==> src/rtl/led_pkg.sv <==
`default_nettype none
// ============================================================================
//  Module      : led_pkg
//  Description : Shared constants and types for the LED PWM fader.
//                PWM_BITS / DUTY_MAX size the duty and PWM counter paths.
//                DEF_PWM_PRESCALE / DEF_RAMP_DIV are the default timing
//                parameters of led_pwm_fader.
//  Revision    : 1.0 - initial release
// ============================================================================
package led_pkg;

    localparam int PWM_BITS         = 8;
    localparam int DUTY_MAX         = 255;
    localparam int DEF_PWM_PRESCALE = 4;
    localparam int DEF_RAMP_DIV     = 39_216;
    localparam int NUM_CH           = 2;

    typedef logic [PWM_BITS-1:0] duty_t;

    // Full-scale duty as a correctly sized constant, so that comparisons
    // against 8-bit duty values stay width-matched.
    localparam duty_t DUTY_FULL = duty_t'(DUTY_MAX);

endpackage
`default_nettype wire

==> src/rtl/led_pwm_channel.sv <==
`default_nettype none
// ============================================================================
//  Module      : led_pwm_channel
//  Description : One fader channel. It holds the duty register, steps it by
//                one LSB toward the on/off target on each ramp step, and
//                drives a registered PWM output from the shared PWM counter.
//  Ports       : clk, rst_n      - clock, async active-low reset
//                en             - output enable (0 forces pwm_out low)
//                step           - one-cycle ramp strobe (already gated by en)
//                target_on      - 1 targets full duty, 0 targets zero duty
//                pwm_cnt        - shared free-running PWM counter
//                pwm_out        - registered PWM drive
//                busy           - combinational: duty differs from target
//  Revision    : 1.0 - initial release
// ============================================================================
module led_pwm_channel
    import led_pkg::*;
(
    input  logic  clk,
    input  logic  rst_n,
    input  logic  en,
    input  logic  step,
    input  logic  target_on,
    input  duty_t pwm_cnt,
    output logic  pwm_out,
    output logic  busy
);

    duty_t duty;
    duty_t duty_nxt;
    duty_t target;

    // The target is recomputed every cycle, so a mid-ramp flip simply changes
    // the direction of the next step; the duty itself never jumps.
    assign target = target_on ? DUTY_FULL : '0;

    always_comb begin
        duty_nxt = duty;
        if (step) begin
            if (duty < target) begin
                duty_nxt = duty + 8'd1;
            end else if (duty > target) begin
                duty_nxt = duty - 8'd1;
            end
        end
    end

    always_ff @(posedge clk or negedge rst_n) begin
        if (!rst_n) begin
            duty    <= '0;
            pwm_out <= 1'b0;
        end else begin
            duty    <= duty_nxt;
            // Full duty is forced high explicitly: with an 8-bit counter the
            // plain "duty > pwm_cnt" test would drop low when pwm_cnt = 255.
            pwm_out <= en && ((duty == DUTY_FULL) || (duty > pwm_cnt));
        end
    end

    assign busy = (duty != target);

endmodule
`default_nettype wire

==> src/rtl/led_pwm_fader.sv <==
`default_nettype none
// ============================================================================
//  Module      : led_pwm_fader
//  Description : Two-channel LED fader. It turns the on/off pattern from the
//                LED flasher into PWM outputs whose duty ramps linearly
//                between 0 and 255. The prescaler, PWM counter and ramp
//                counter are shared, so both channels stay phase-aligned.
//  Parameters  : PWM_PRESCALE - clk cycles per PWM counter increment
//                RAMP_DIV     - clk cycles per one-LSB duty step
//  Ports       : clk, rst_n - clock, async active-low reset
//                led_in[1:0] - per-channel on request
//                en          - output enable; 0 clears counters, holds duty
//                pwm_out[1:0]- registered PWM drive
//                busy        - registered; any channel still ramping
//  Revision    : 1.0 - initial release
// ============================================================================
module led_pwm_fader
    import led_pkg::*;
#(
    parameter int PWM_PRESCALE = DEF_PWM_PRESCALE,
    parameter int RAMP_DIV     = DEF_RAMP_DIV
) (
    input  logic              clk,
    input  logic              rst_n,
    input  logic [NUM_CH-1:0] led_in,
    input  logic              en,
    output logic [NUM_CH-1:0] pwm_out,
    output logic              busy
);

    localparam logic [15:0] PRE_LAST  = 16'(PWM_PRESCALE - 1);
    localparam logic [23:0] RAMP_LAST = 24'(RAMP_DIV - 1);

    logic [15:0]       pre_cnt;
    logic [23:0]       ramp_cnt;
    duty_t             pwm_cnt;
    logic              pwm_tick;
    logic              ramp_step;
    logic [NUM_CH-1:0] ch_busy;

    assign pwm_tick  = en && (pre_cnt == PRE_LAST);
    assign ramp_step = en && (ramp_cnt == RAMP_LAST);

    // Disabling clears all timing state, so re-enabling restarts PWM and ramp
    // phase from zero; the duty registers in the channels are left untouched.
    always_ff @(posedge clk or negedge rst_n) begin
        if (!rst_n) begin
            pre_cnt  <= '0;
            pwm_cnt  <= '0;
            ramp_cnt <= '0;
            busy     <= 1'b0;
        end else if (!en) begin
            pre_cnt  <= '0;
            pwm_cnt  <= '0;
            ramp_cnt <= '0;
            busy     <= 1'b0;
        end else begin
            pre_cnt  <= pwm_tick ? '0 : pre_cnt + 16'd1;
            if (pwm_tick) begin
                pwm_cnt <= pwm_cnt + 8'd1;
            end
            ramp_cnt <= ramp_step ? '0 : ramp_cnt + 24'd1;
            busy     <= |ch_busy;
        end
    end

    for (genvar i = 0; i < NUM_CH; i++) begin : g_ch
        led_pwm_channel u_ch (
            .clk       (clk),
            .rst_n     (rst_n),
            .en        (en),
            .step      (ramp_step),
            .target_on (led_in[i]),
            .pwm_cnt   (pwm_cnt),
            .pwm_out   (pwm_out[i]),
            .busy      (ch_busy[i])
        );
    end

endmodule
`default_nettype wire

==> config.mk <==
export PLATFORM = sky130hd
export DESIGN_NAME = led_pwm_fader
export DESIGN_NICKNAME = d
export VERILOG_FILES = /design/src/rtl/led_pkg.sv /design/src/rtl/led_pwm_channel.sv /design/src/rtl/led_pwm_fader.sv
export SDC_FILE = /design/constraint.sdc
export NUM_CORES = 1
export LEC_CHECK = 0
export CORE_ASPECT_RATIO = 0.75
export CORE_UTILIZATION = 59
export DETAILED_ROUTE_END_ITERATION = 8
export PLACE_DENSITY = 0.79
export SETUP_SLACK_MARGIN = 0.3
export SLEW_MARGIN = 20
export SYNTH_ARGS = -nofsm -noshare
export SYNTH_HDL_FRONTEND = slang
export SYNTH_SLANG_ARGS = --single-unit
==> constraint.sdc <==
create_clock -name clk -period 5.7 [get_ports clk]
set_input_delay 0.855 -clock clk [delete_from_list [all_inputs] [get_ports clk]]
set_output_delay 0.855 -clock clk [all_outputs]
set_load 0.01 [all_outputs]
==> results of run 1 <==
-- through the flow --
step | std cells | total power, mW
6_report | 551 | 0.881
4_1_cts | 551 | 0.894
3_3_place_gp | 537 | 0.546
2_1_floorplan | 439 | 0.526
5_1_grt | 551 | 0.926
3_5_place_dp | 537 | 0.548
-- cells by family after synthesis --
kind of cell / share of synthesized area (%)
flops: 38.7
compound gates: 11.5
xor+xnor: 10.3
buf+inv: 2.36
simple gates: 19.3
fa+ha+maj: 14.5
mux: 3.35
-- flip-flops by register name (all words and copies together) (netlist names) --
name and flops:
ramp_cnt 24, pre_cnt 16, g_ch.u_ch.duty 16, pwm_cnt 8, busy 1, g_ch.u_ch.pwm_out 2
-- worst paths after layout --
| path | from | endpoint | slack (ns) | cells past startpoint |
|---|---|---|---|---|
| worst max-delay path | led_in[0] | g_ch[0].u_ch.duty[7]$_DFFE_PN0P_ | 1.36 | 14 |
| worst min-delay path | ramp_cnt[0]$_DFF_PN0_ | ramp_cnt[0]$_DFF_PN0_ | 0.48 | 1 |
| worst max register to register | g_ch[0].u_ch.duty[1]$_DFFE_PN0P_ | g_ch[0].u_ch.duty[7]$_DFFE_PN0P_ | 1.99 | 12 |
| worst min register to register | ramp_cnt[0]$_DFF_PN0_ | ramp_cnt[0]$_DFF_PN0_ | 0.48 | 1 |
| max in group asynchronous | rst_n | g_ch[1].u_ch.duty[4]$_DFFE_PN0P_ | 4.44 | 2 |
| min in group asynchronous | rst_n | g_ch[0].u_ch.duty[1]$_DFFE_PN0P_ | 0.69 | 2 |
-- report_power, final --
part	total (mW)	switching (mW)	internal (mW)	leakage, nW
Clock	0.343	0.168	0.174	0.0908
Combinational	0.0505	0.0323	0.0182	1.28
Sequential	0.488	0.00613	0.482	0.914
-- routing by layer --
metal  wire [um]  track usage [%]  vias to the layer above  share of wire, %
met2        3830             37.0                       33                46
met1        4140             34.3                     1578                50
met4          78             6.96                        0              0.94
li1            -                -                     1596                 -
met3         273             7.16                        9               3.3
met5           0                0                        -                 0
-- cell type report --
class                   count  area (um2)  share of cell area [%]
clock buffers              11         151                    3.25
clock inverters             3        15.0                   0.322
inverters                  16        60.1                    1.29
multi-input cells         348        2560                    54.9
flip-flops and latches     67        1680                    36.0
well taps                  98         123                    2.63
repair buffers              8        72.6                    1.56
-- cell usage after synthesis (2+ instances only) --
master    number
a211o_1        4
a211oi_1       2
a21boi_0       4
a21o_1         9
a21oi_1       25
a21oi_4        2
a41o_1         2
and2_1         6
and3_1        11
and4_1         4
buf_2          3
buf_4          2
clkbuf_1       2
dfrtp_1       67
fa_1           2
ha_1          47
inv_1         16
mux2_2        12
nand2_1       28
nand3_1       15
nand4_1       20
nor2_1        41
nor2b_1        4
nor3_1         5
nor3_2         2
nor4_1         5
nor4b_1        3
o21a_1         6
o21ai_0       15
o21bai_1       4
or2_2          2
or3_1          9
xnor2_1       20
xor2_1        31
==> flow_metrics.tcl, run 1 <==
set metrics [dict create \
    run_status "finished clean" \
    cp.arrival_ns 4.62 \
    synth-seq-area-share_pct 38.7 \
    max_stage_delay_ns 0.75 \
    wl_per_cell_um 15.1 \
    place.gp.congestion 0.880 \
    fin_util_pct 66.9 \
    required_ns 5.98 \
    grtUsageTotal_pct 24.5 \
    synth_area_leaders "dfrtp_1 39%, ha_1 14%, xor2_1 6.3%" \
    yosysWarnings 0 \
    start_kind "primary input" \
    yosysTopAreaCell "dfrtp_1" \
    synth_edf_count 0 \
    tritoncts "done" \
    fin_ws_ns 1.36 \
    antenna_found_initial 0 \
    crit_family "compound AO/OA/AOI/OAI gates" \
    h-tree-depth 3 \
    io_pins 8 \
    post_cts_buffers 0 \
    grt_pass1_vias 3174 \
    initial_core_util_pct 62.3 \
    vias_per_cell 5.84 \
    p_per_area_mw_per_mm2 189 \
    skew_ns 0.00917 \
    postCtsHoldBufs 0 \
    crit_type "in2reg" \
    clock.fmax_mhz 230 \
    final_common_cell "dfrtp_1" \
    timing.final.crit_period_ns 4.34 \
    nets 504 \
    cts_root_buffer "clkbuf_8" \
    drv_cap 0 \
    crit_chain "clkdlybuf4s50_1 -> inv_1 -> ha_1 -> nand2_1 -> o21bai_1 -> and2_1 -> o21ai_0 -> ha_1 -> a211o_1 -> a41o_1 -> a211oi_1 -> o21ai_0 -> a21oi_1 -> xor2_1" \
    postRouteAntennaNets 0 \
    hpwlAfterDp_mm 5.95 \
    async_flop_share_pct 100 \
    cts-buffers-inserted 9 \
    power.leakage_nw 2.28 \
    clk_latency_ns 0.35 \
    ys_ff_latch 67 \
    syn_area_per_cell_um2 9.88 \
    dieArea_mm2 0.00770 \
    cts.clk_slew.worst_paths_ns 0.07 \
    ir_drop_mv 0.189 \
    detailroute.via_count 3216 \
    worstPathMaxFanout 7 \
    design.core.area_mm2 0.00696 \
    placed_area_mm2 0.00449 \
    final_hold_viol_count 0 \
    grt_max_degree 68 \
    hold_class "reg2reg" \
    drc_errors 0 \
    fin_crit_sh_pct 76.2 \
    grt_overflow_total 0 \
    setup_viol 0 \
    rsz0062_at_grt "false" \
    final_max_slew_viol_count 0 \
    fill_cells 573 \
    worst_slew_pin_slew_ns 0.963 \
    hold_ws_ns 0.479 \
    cts_sinks 67 \
    drt_iter0_drc 141 \
    firstDrtPassIters 4 \
    die_h_um 76.3 \
    core.rowCount 26 \
    cp_slowest_cell "o21ai_0" \
    syn_nets 493 \
    synth.distinct_cells 43 \
    syn_area_mm2 0.00434 \
    area_growth_pct 7.36 \
    n_antenna_cell 0 \
    die_w_um 101 \
    io_buffers 7 \
    synth_top_area_share_pct 38.7 \
    clockBufferDepth 2 \
    wl_mm 8.32 \
    max_slew_margin_pct 35.1 \
    grt_first_pass_wirelength_mm 14.7 \
    dp_worst_setup_slack_ns 1.08 \
    cts_resized 0 \
    cp_num_buf_inv 2 \
    synth_ff_type "dfrtp_1" \
    setup-tns-final_ns 0 \
    synth_cells 439 \
    drive_gt1_share_pct 7.73 \
    final_cell_mix "67 x dfrtp_1, 47 x ha_1, 41 x nor2_1" \
    fin_area_mm2 0.00466 \
    endpoint_kind "flop" \
]
(Power assumes the default switching activity.)
==> run 2, diff against run 1 <==
--- a/config.mk
+++ b/config.mk
@@ -6,9 +6,9 @@
 export NUM_CORES = 1
 export LEC_CHECK = 0
 export CORE_ASPECT_RATIO = 0.75
-export CORE_UTILIZATION = 59
+export CORE_UTILIZATION = 57
 export DETAILED_ROUTE_END_ITERATION = 8
-export PLACE_DENSITY = 0.79
+export PLACE_DENSITY = 0.8
 export SETUP_SLACK_MARGIN = 0.3
 export SLEW_MARGIN = 20
 export SYNTH_ARGS = -nofsm -noshare
==> constraint.sdc (replaced) <==
create_clock -name clk -period 3.74 [get_ports clk]
set_input_delay 0.561 -clock clk [delete_from_list [all_inputs] [get_ports clk]]
set_output_delay 0.561 -clock clk [all_outputs]
set_load 0.01 [all_outputs]
==> flow_metrics.tcl, run 2 (synthesized netlist as in run 1, its figures left out) <==
set metrics [dict create \
    cts.clk_slew.worst_paths_ns 0.07 \
    worst_slew_pin_slew_ns 0.720 \
    pwr-share-seq_pct 50.1 \
    drc_errors 0 \
    detailroute.via_count 3357 \
    start_kind "primary input" \
    vias_per_cell 5.71 \
    clock.fmax_mhz 300 \
    run_status "finished clean" \
    seqCellArea_mm2 0.00168 \
    switchingPower_mw 0.322 \
    max_slew_margin_pct 51.9 \
    postCtsHoldBufs 0 \
    grt_overflow_total 0 \
    drv_cap 0 \
    timing.final.crit_period_ns 3.33 \
    area_growth_pct 16.4 \
    internal-power_mw 1.16 \
    hold_class "in2async" \
    ir_drop_mv 0.255 \
    fin_util_pct 68.6 \
    tritoncts "done" \
    wl_mm 9.04 \
    io_pins 8 \
    dieArea_mm2 0.00797 \
    setup_viol 0 \
    endpoint_kind "flop" \
    power.leakage_nw 2.47 \
    cts_root_buffer "clkbuf_8" \
    n_antenna_cell 0 \
    io_buffers 7 \
    top_register "ramp_cnt" \
    worstPathMaxFanout 6 \
    fin_crit_sh_pct 89.1 \
    final_common_cell "dfrtp_1" \
    cp.arrival_ns 3.60 \
    largest_reg_flops 24 \
    die_h_um 77.6 \
    wl_per_cell_um 15.4 \
    initial_core_util_pct 58.9 \
    nets 537 \
    crit_type "in2reg" \
    clk_latency_ns 0.34 \
    grtUsageTotal_pct 25.3 \
    p_sw_share_pct 21.7 \
    firstDrtPassIters 4 \
    hold_ws_ns 0.165 \
    cts-buffers-inserted 9 \
    rsz0062_at_grt "true" \
    design.core.area_mm2 0.00736 \
    hpwlAfterDp_mm 6.54 \
    required_ns 4.00 \
    reg2reg_slack_ns 0.65 \
    postRouteAntennaNets 0 \
    drt_iter0_drc 102 \
    multi_input_area_mm2 0.00265 \
    grt_pass1_vias 3398 \
    grt_max_degree 35 \
    p_per_area_mw_per_mm2 294 \
    final_max_slew_viol_count 0 \
    drive_gt1_share_pct 16.6 \
    clockBufferDepth 2 \
    reg.largest.list "ramp_cnt x24, g_ch.u_ch.duty x16, pre_cnt x16" \
    pwr-share-comb_pct 6.1 \
    fill_cells 600 \
    die_w_um 103 \
    cts_sinks 67 \
    grt_first_pass_wirelength_mm 15.6 \
    place.gp.congestion 0.863 \
    final_cell_mix "67 x dfrtp_1, 43 x ha_1, 41 x nor2_1" \
    h-tree-depth 3 \
    skew_ns 0.0111 \
    final_hold_viol_count 0 \
    pwr-share-clk_pct 43.8 \
    antenna_found_initial 0 \
    core.rowCount 27 \
]
## run 2: cell types whose count changed in the layout (fill, tap and decap cells not counted), moves of 3 or more
cell	previous run	this run
a21oi_2	0	7
clkinv_2	3	0
o21ai_1	0	3
buf_4	1	34
o21ai_0	15	11
ha_1	47	43
ha_4	0	4
a21oi_1	25	18
clkbuf_1	0	3
## run 2: routing by layer
metal | track usage (%) | vias to the layer above | part of all wire [%]
met5 | 0 | - | 0
met4 | 7.89 | 0 | 1.4
met3 | 6.67 | 14 | 4.3
met2 | 39.9 | 62 | 47
met1 | 34.1 | 1622 | 48
li1 | - | 1659 | -
## run 2: repair_timing
item | in CTS | in global routing
resized for setup | 3 | 19
setup endpoints to repair | 3 | 5
buffers inserted | 0 | 3
pin swaps | 1 | 9
## run 2: worst max-delay path, stage by stage
cell and delay, ns:
clkdlybuf4s50_1 0.49, inv_2 0.06, buf_4 0.15, ha_1 0.33, a21oi_2 0.15, o21a_1 0.21
o21ai_4 0.11, ha_1 0.30, or2_2 0.30, a41o_1 0.25, a211oi_1 0.22, o21ai_1 0.10
a21oi_1 0.19, xor2_1 0.16
## run 2: power by group through the flow
stage	registers, mW	logic, mW	clock network (mW)
after floorplan	0.755	0.0462	0
after global placement	0.757	0.0826	0
after detailed placement	0.757	0.0867	0
after CTS	0.743	0.0876	0.666
after global routing	0.744	0.103	0.698
final	0.743	0.0900	0.650
## run 2: through the flow
stage	cells	setup slack [ns]	total power, mW	cell area [um2]	TNS (ns)
after floorplan	439	0.334	0.802	4340	0
after global placement	570	-0.149	0.839	4720	-0.234
after detailed placement	570	-0.281	0.843	4720	-0.672
after CTS	585	0.282	1.50	4930	0
after global routing	588	0.294	1.54	5050	0
final	588	0.406	1.48	5050	0
## run 2: cell type report
cell class	count	share of cell area, %
inverter	16	1.24
multi-input combinational	348	52.5
clock inverter	2	1.19
timing repair buffer	41	6.39
sequential	67	33.2
tap	101	2.50
clock buffer	13	2.95
## run 2: worst paths after layout
check | cells after the start | startpoint | end
min in group clk | 1 | ramp_cnt[0]$_DFF_PN0_ | ramp_cnt[0]$_DFF_PN0_
worst min-delay path | 1 | rst_n | g_ch[0].u_ch.duty[1]$_DFFE_PN0P_
worst min register to register | 1 | ramp_cnt[0]$_DFF_PN0_ | ramp_cnt[0]$_DFF_PN0_
worst max register to register | 14 | g_ch[1].u_ch.duty[1]$_DFFE_PN0P_ | g_ch[1].u_ch.duty[7]$_DFFE_PN0P_
max in group asynchronous | 2 | rst_n | g_ch[1].u_ch.duty[0]$_DFFE_PN0P_
worst max-delay path | 14 | led_in[0] | g_ch[0].u_ch.duty[7]$_DFFE_PN0P_
==> run 3, diff against run 2 <==
--- a/config.mk
+++ b/config.mk
@@ -6,8 +6,10 @@
 export NUM_CORES = 1
 export LEC_CHECK = 0
 export CORE_ASPECT_RATIO = 0.75
+export CORE_MARGIN = 2
 export CORE_UTILIZATION = 57
 export DETAILED_ROUTE_END_ITERATION = 8
+export GPL_TIMING_DRIVEN = 0
 export PLACE_DENSITY = 0.8
 export SETUP_SLACK_MARGIN = 0.3
 export SLEW_MARGIN = 20
==> flow_metrics.tcl, run 3 (synthesized netlist as in run 1, its figures left out) <==
set metrics [dict create \
    wl_mm 8.94 \
    firstDrtPassIters 4 \
    reg.largest.list "ramp_cnt x24, g_ch.u_ch.duty x16, pre_cnt x16" \
    cts-buffers-inserted 9 \
    endpoint_kind "flop" \
    p_sw_share_pct 23.3 \
    crit_type "in2reg" \
    detailroute.via_count 3299 \
    pwr-share-seq_pct 51.0 \
    cts_root_buffer "clkbuf_8" \
    crit_chain "clkdlybuf4s50_1 -> inv_2 -> ha_1 -> nand2_1 -> o21bai_1 -> and2_4 -> o21ai_4 -> ha_4 -> or2_2 -> a41o_1 -> a211oi_2 -> o21ai_1 -> a21oi_1 -> xor2_1" \
    cts_sinks 67 \
    grtUsageTotal_pct 23.4 \
    start_kind "primary input" \
    grt_pass1_vias 3302 \
    h-tree-depth 3 \
    drv_cap 0 \
    largest_reg_flops 24 \
    die_w_um 105 \
    instances_no_fill 570 \
    final_cell_mix "67 x dfrtp_1, 41 x nor2_1, 41 x ha_1" \
    drc_errors 0 \
    wl_per_cell_um 15.7 \
    worst_slew_pin_slew_ns 0.653 \
    final_max_slew_viol_count 0 \
    antenna_found_initial 0 \
    nets 518 \
    cp.arrival_ns 3.66 \
    drt_iter0_drc 131 \
    cp_num_buf_inv 2 \
    switchingPower_mw 0.339 \
    clk_latency_ns 0.35 \
    required_ns 4.00 \
    design.core.area_mm2 0.00736 \
    tritoncts "done" \
    postRouteAntennaNets 0 \
    grt_overflow_total 0 \
    clockBufferDepth 2 \
    power.leakage_nw 2.36 \
    pwr-share-comb_pct 6.3 \
    run_status "finished clean" \
    max_stage_delay_ns 0.52 \
    io_buffers 7 \
    pwr-share-clk_pct 42.7 \
    timing.final.crit_period_ns 3.39 \
    cts.clk_slew.worst_paths_ns 0.07 \
    p_per_area_mw_per_mm2 295 \
    final_common_cell "dfrtp_1" \
    core.rowCount 27 \
    die_h_um 79.6 \
    grt_max_degree 56 \
    worstPathMaxFanout 7 \
    skew_ns 0.0122 \
    fin_crit_sh_pct 90.8 \
    dp.cells 548 \
    hpwlAfterDp_mm 6.34 \
    internal-power_mw 1.12 \
    initial_core_util_pct 58.9 \
    final_hold_viol_count 0 \
    clock.fmax_mhz 295 \
    n_antenna_cell 0 \
    grt_first_pass_wirelength_mm 15.5 \
    crit_path_start "led_in[0]" \
    io_pins 8 \
    crit_family "compound AO/OA/AOI/OAI gates" \
    drive_gt1_share_pct 13.2 \
    setup_viol 0 \
    hold_class "in2async" \
    setup-tns-final_ns 0 \
    vias_per_cell 5.79 \
    max_slew_margin_pct 56.1 \
    dieArea_mm2 0.00833 \
    place.gp.congestion 0.874 \
    ir_drop_mv 0.167 \
    rsz0062_at_grt "true" \
    top_register "ramp_cnt" \
    cp_slowest_cell "clkdlybuf4s50_1" \
    reg2reg_from "g_ch[1].u_ch.duty[1]$_DFFE_PN0P_" \
    area_growth_pct 13.6 \
    postCtsHoldBufs 0 \
]
run 3: changes by cell type in the layout (fill, tap and decap cells not counted), sizes merged:
cell	previous run	this run
clkbuf	13	16
buf	35	13
clkinv	0	1
bufinv	2	1
clkinvlp	0	1
run 3: timing repair:
item                                    CTS  global route
resized for setup                        17             5
endpoints found under the setup margin    9             4
buffers inserted                          2             4
hold endpoints to repair                  0             0
pin swaps                                 3             9
run 3: stage by stage:
step / setup WS (ns) / utilization [%] / hold slack [ns] / total power [mW] / instance area (um2)
6_report: 0.345 / 66.9 / 0.0568 / 1.46 / 4930
5_1_grt: 0.210 / 66.9 / 0.0485 / 1.52 / 4930
4_1_cts: 0.283 / 66.3 / 0.0480 / 1.47 / 4890
3_5_place_dp: -0.673 / 61.9 / 0.428 / 0.845 / 4560
3_3_place_gp: -0.553 / 61.6 / 0.486 / 0.838 / 4530
2_1_floorplan: 0.334 / - / 0.265 / 0.802 / 4340
run 3: final cells by class:
class	instances	area [um2]
plain buffers	8	42.5
clock buffers	13	159
clock inverters	3	46.3
fillers	613	2430
inverters	16	60.1
multi-input cells	348	2680
flip-flops and latches	67	1680
well taps	101	126
repair buffers	14	143
run 3: power groups by stage:
stage                     Combinational (mW)  Clock [mW]  Sequential (mW)
after floorplan                       0.0462           0            0.755
after global placement                0.0810           0            0.757
after detailed placement              0.0880           0            0.757
after CTS                             0.0908       0.640            0.743
after global routing                   0.105       0.676            0.744
final                                 0.0917       0.622            0.743
run 3: per-layer routing:
layer	wire, um	vias to the layer above	track usage [%]
met5	0	-	0
met4	106	0	9.33
met3	325	14	4.98
met2	4120	57	37.3
met1	4390	1603	31.4
li1	-	1625	-
run 3: worst register-to-register path, cell delays in order (launching register included):
cell	delay, ns
dfrtp_1	0.50
ha_1	0.34
nor2b_1	0.12
o21bai_1	0.08
and2_1	0.18
o21ai_4	0.31
ha_4	0.27
a211o_1	0.30
a41o_1	0.27
a211oi_2	0.24
o21ai_0	0.13
a21oi_1	0.24
xor2_1	0.18
run 3: final timing paths:
check | end | slack, ns | cells past startpoint
setup reg to reg | g_ch[1].u_ch.duty[7]$_DFFE_PN0P_ | 0.51 | 12
setup / recovery | g_ch[0].u_ch.duty[7]$_DFFE_PN0P_ | 0.35 | 14
hold / removal | g_ch[0].u_ch.duty[4]$_DFFE_PN0P_ | 0.06 | 1
hold reg to reg | ramp_cnt[0]$_DFF_PN0_ | 0.50 | 1
min in group clk | ramp_cnt[0]$_DFF_PN0_ | 0.50 | 1
max in group asynchronous | g_ch[1].u_ch.duty[0]$_DFFE_PN0P_ | 3.16 | 2
